<file path="src/rtl/stream_demux.sv">
// stream_demux: 1-to-2 valid/ready stream demultiplexer with a registered
// 1-entry slot per output, so no combinational path runs from s_data to m*_data.
// Each beat is routed to output 0 or output 1 according to s_sel.
//
// Optional feature: define DEMUX_CNT_EN to enable the per-output delivered-beat
// counters. When it is undefined, m0_cnt and m1_cnt are tied to 0. The port list
// is the same in both builds.
//
// Ports:
//   clk, rst_n        rising-edge clock, asynchronous active-low reset
//   s_valid/s_ready   input handshake (s_ready is combinational)
//   s_sel             destination of the current beat: 0 -> m0, 1 -> m1
//   s_data            input payload
//   m0_valid/m0_ready output 0 handshake
//   m0_data           output 0 payload (registered)
//   m1_valid/m1_ready output 1 handshake
//   m1_data           output 1 payload (registered)
//   m0_cnt/m1_cnt     beats delivered per output (DEMUX_CNT_EN only, else 0)
module stream_demux #(
  parameter int unsigned DATA_W = 4,
  parameter int unsigned CNT_W  = 8
) (
  input  logic              clk,
  input  logic              rst_n,
  input  logic              s_valid,
  output logic              s_ready,
  input  logic              s_sel,
  input  logic [DATA_W-1:0] s_data,
  output logic              m0_valid,
  input  logic              m0_ready,
  output logic [DATA_W-1:0] m0_data,
  output logic              m1_valid,
  input  logic              m1_ready,
  output logic [DATA_W-1:0] m1_data,
  output logic [CNT_W-1:0]  m0_cnt,
  output logic [CNT_W-1:0]  m1_cnt
);

  typedef enum logic {EMPTY = 1'b0, FULL = 1'b1} slot_state_e;

  slot_state_e       m0_state_q, m0_state_d;
  slot_state_e       m1_state_q, m1_state_d;
  logic [DATA_W-1:0] m0_data_q, m0_data_d;
  logic [DATA_W-1:0] m1_data_q, m1_data_d;
  logic              load0, load1, drain0, drain1;

  assign m0_valid = (m0_state_q == FULL);
  assign m1_valid = (m1_state_q == FULL);
  assign m0_data  = m0_data_q;
  assign m1_data  = m1_data_q;
  assign drain0   = m0_valid & m0_ready;
  assign drain1   = m1_valid & m1_ready;

  // Only the selected slot gates acceptance; a full, stalled slot blocks the stream.
  assign s_ready = rst_n & (s_sel ? (~m1_valid | m1_ready) : (~m0_valid | m0_ready));
  assign load0   = s_valid & s_ready & ~s_sel;
  assign load1   = s_valid & s_ready &  s_sel;

  // Slot next-state and payload load.
  always_comb begin
    m0_state_d = m0_state_q;
    m1_state_d = m1_state_q;
    m0_data_d  = m0_data_q;
    m1_data_d  = m1_data_q;

    case (m0_state_q)
      EMPTY:   if (load0) m0_state_d = FULL;
      FULL:    if (drain0 && !load0) m0_state_d = EMPTY;
      default: m0_state_d = EMPTY;
    endcase

    case (m1_state_q)
      EMPTY:   if (load1) m1_state_d = FULL;
      FULL:    if (drain1 && !load1) m1_state_d = EMPTY;
      default: m1_state_d = EMPTY;
    endcase

    if (load0) m0_data_d = s_data;
    if (load1) m1_data_d = s_data;
  end

  // Slot state and payload registers.
  always_ff @(posedge clk or negedge rst_n) begin
    if (!rst_n) begin
      m0_state_q <= EMPTY;
      m1_state_q <= EMPTY;
      m0_data_q  <= '0;
      m1_data_q  <= '0;
    end else begin
      m0_state_q <= m0_state_d;
      m1_state_q <= m1_state_d;
      m0_data_q  <= m0_data_d;
      m1_data_q  <= m1_data_d;
    end
  end

`ifdef DEMUX_CNT_EN
  logic [CNT_W-1:0] m0_cnt_q, m0_cnt_d;
  logic [CNT_W-1:0] m1_cnt_q, m1_cnt_d;

  // Delivered-beat counters; they wrap naturally at 2^CNT_W.
  always_comb begin
    m0_cnt_d = m0_cnt_q;
    m1_cnt_d = m1_cnt_q;
    if (drain0) m0_cnt_d = m0_cnt_q + CNT_W'(1);
    if (drain1) m1_cnt_d = m1_cnt_q + CNT_W'(1);
  end

  always_ff @(posedge clk or negedge rst_n) begin
    if (!rst_n) begin
      m0_cnt_q <= '0;
      m1_cnt_q <= '0;
    end else begin
      m0_cnt_q <= m0_cnt_d;
      m1_cnt_q <= m1_cnt_d;
    end
  end

  assign m0_cnt = m0_cnt_q;
  assign m1_cnt = m1_cnt_q;
`else
  assign m0_cnt = '0;
  assign m1_cnt = '0;
`endif

endmodule
</file>
<file path="config.mk">
export PLATFORM = sky130hd
export DESIGN_NAME = stream_demux
export DESIGN_NICKNAME = d
export VERILOG_FILES = /design/src/rtl/stream_demux.sv
export SDC_FILE = /design/constraint.sdc
export NUM_CORES = 1
export LEC_CHECK = 0
export CORE_ASPECT_RATIO = 1.4
export CORE_MARGIN = 2
export CORE_UTILIZATION = 30
export CTS_CLUSTER_SIZE = 20
export DETAILED_ROUTE_END_ITERATION = 8
export GPL_ROUTABILITY_DRIVEN = 0
export PLACE_DENSITY = 0.7
export SLEW_MARGIN = 10
export SYNTH_ARGS = -nofsm -noshare
export SYNTH_HDL_FRONTEND = slang
export SYNTH_SLANG_ARGS = --single-unit
</file>
<file path="constraint.sdc">
create_clock -name clk -period 1.4 [get_ports clk]
set_clock_uncertainty 0.05 [all_clocks]
set_input_delay 0.35 -clock clk [delete_from_list [all_inputs] [get_ports clk]]
set_output_delay 0.35 -clock clk [all_outputs]
set_load 0.005 [all_outputs]
</file>
==> impl_results.md <==
* Netlist cell types at 12
* First-pass iteration count of the detailed router at 2
* Count of flip-flops with a built-in enable after synthesis at 0
* XOR/XNOR Fraction of Synth Area at 0
* Area leader, netlist: dfrtp_1
* Number of diodes at 0
* Tmin final at 1430 ps
* Skew-Pair Late Insertion Delay at 270 ps
* Mapped Cells at 45
* DIE AREA at 2190 um2
* Sequential power share at 0.425
* Clock transition at path regs at 70 ps
* Initial antenna violation count at 0
* Clock Tree Buf Depth at 2
* Filler Cells Inserted at 175
* Worst min path class: primary input to async pin
* CP delay by family, top: flip-flops
* Initial DRC count at 1
* Yosys reg bits at 10
* Cell with the most instances after synthesis: buf_4
* Max-Cap Viols at 0
* Max IR drop VDD at 477 uV
* Register area share after synthesis at 0.456
* Post-synth top cells: 16 x buf_4, 10 x dfrtp_1, 8 x mux2_2
* Crit path DAT at 1030 ps
* Total leakage power at 0.438 nW
* Synth Area in Adders at 0
* Row cnt at 18
* Per-cell routed wire length at 10.9 um
* Vias/cell at 4.07
* Post-Place Cells at 91
* RSZ-0062 raised after global routing: yes
* Dpl hpwl at 785 um
* Clock Power Share at 0.303
* CP Max Fanout at 2
* Area contributors post-synth: dfrtp_1 46%, buf_4 22%, mux2_2 16%
* Worst Path Required at 1000 ps
* Fin. max-slew vios at 0
* Clock sinks at 10
* Port Buf Inserts at 20
* DR WL met2 at 542 um
* M1 wire length at 413 um
* Final period util at 1.02
* Internal Pwr Total at 657 uW
* Simple-gate portion of the synthesized area at 0.128
* Io pins at 37
* Slowest cell on crit path: dfrtp_1
* Gate power share at 0.272
* Startpoint types: flop
* GR Util All Layers at 0.117
* CTS Root Cell: clkbuf_4
* Number of H-tree levels at 1
* Share of the synthesized area in the top cell type at 0.456
* DR DRC count at 0
* Vias post-DR at 403
* Drt total wl at 1080 um
* Final nets at 90
* Kind of critical path: flop to primary output
* Initial Utilization at 0.317
* Fraction of registers with async set/reset at 1.00
* Highest routed layer: met4
* Synth Cell Area at 549 um2
* First-pass GRT wire length at 1630 um
* Num CTS Buffers at 3
* Mux share of post-synthesis cell area at 0.164
* Sw Pwr at 213 uW
* Largest family of logic cells by synthesized area: buffers and inverters
* Critical path, cell by cell: nand2b_4 -> o211a_1 -> buf_2
* Core ar. at 1730 um2
* Remaining global-route overflow at 0
* Setup TNS at -34.9 ps
* Worst setup EP type: primary output
* CTS tree: yes
* Failing checks: setup timing
* Fin Hold WS at 138 ps
* Synth warn at 0
* CP peak stage delay at 390 ps
* DP Worst Slack at -552 ps
* Layout cells sized above 1 at 0.380
* Vias in the first global route at 386
* Area Overhead vs Synth at 51.5%
* Multi-input logic area at 258 um2
* Chip width at 40.2 um
* # setup viols final at 1
* Die H at 54.6 um
* Final Hold Viols at 0
* Non-Filler Instances at 99
* Setup slack after layout at -34.9 ps
* Net Sw Frac at 0.245
* Largest net degree at the start of global routing at 8
* Post-synthesis compound-gate area fraction at 0.0273
* PD cells at 1050 nW/um2
* Reg area at 250 um2
* ANT nets after route at 0
* Max Freq at 697 MHz
* Metal3 WL at 98 um
* Mean Syn Cell Area at 12.2 um2
* Status: finished, violations left
* Prevailing post-synth register cell: dfrtp_1
* CP bufs+invs at 1
-- routing by layer --
metal | vias up | track usage
met4 | 0 | 0.103
met1 | 193 | 0.119
met3 | 4 | 0.0244
li1 | 183 | -
met5 | - | 0
met2 | 23 | 0.191
-- layout by cell type, fill, tap and decap left out, drive strengths merged --
cell,synthesis,routed
conb,1,16
dlygate4sd2,0,13
buf,16,13
dfrtp,10,10
mux2,8,8
clkbuf,0,5
clkdlybuf4s50,0,4
nand2,2,2
nand2b,2,2
nand3b,1,1
o211a,1,1
nand3,1,1
o21ai,1,1
nor3b,1,1
nor2b,1,1
-- kinds of logic (layout without fill, tap and decap cells) --
logic type             after synthesis  count (layout)
other                                1              16
muxes                                8               8
and+or+nand+nor                      8               8
DFF                                 10              10
buffers and inverters               16              35
AOI/OAI and AO/OA                    2               2
-- power by group through the flow --
stage	clock network (mW)	registers, mW	logic (mW)
after floorplan	0	0.378	0.105
after global placement	0	0.373	0.246
after detailed placement	0	0.375	0.249
after CTS	0.275	0.370	0.247
after global routing	0.284	0.378	0.261
final	0.263	0.370	0.237
-- metrics by stage --
stage / area (um2) / power, mW / utilization
finish: 832 / 0.871 / 0.480
CTS: 848 / 0.892 / 0.489
global route: 832 / 0.923 / 0.480
global placement: 763 / 0.619 / 0.440
floorplan: 606 / 0.483 / -
detailed placement: 763 / 0.624 / 0.440
-- state kept, by name, summed over array words and instances (netlist names) --
| signal | flops |
|---|---|
| m0_valid | 1 |
| m1_data | 4 |
| m0_data | 4 |
| m1_valid | 1 |
-- area by class of cell --
class / instances / share of cell area
clock buffer: 4 / 0.0436
tap: 20 / 0.0301
sequential: 10 / 0.301
multi-input combinational: 34 / 0.310
timing repair buffer: 31 / 0.316
-- path summary, 6_finish.rpt --
kind / startpoint / to / slack [ps] / cells past startpoint
max: m0_valid / s_ready / -30 / 3
min: rst_n / m1_valid / 140 / 2
max in group asynchronous: rst_n / m0_data[0] / 1030 / 2
max reg2reg: m0_valid / m0_data[2] / 0 / 5
min reg2reg: m1_data[3] / m1_data[3] / 450 / 1
min in group clk: m1_data[3] / m1_data[3] / 450 / 1
-- timing repair --
action / in CTS / in global routing
pin swaps: 0 / 0
setup endpoints to repair: 19 / 6
resized for setup: 32 / 1
setup buffers: 5 / 0
hold buffers: 0 / 0
No activity file was read; power rests on OpenSTA's default activity.
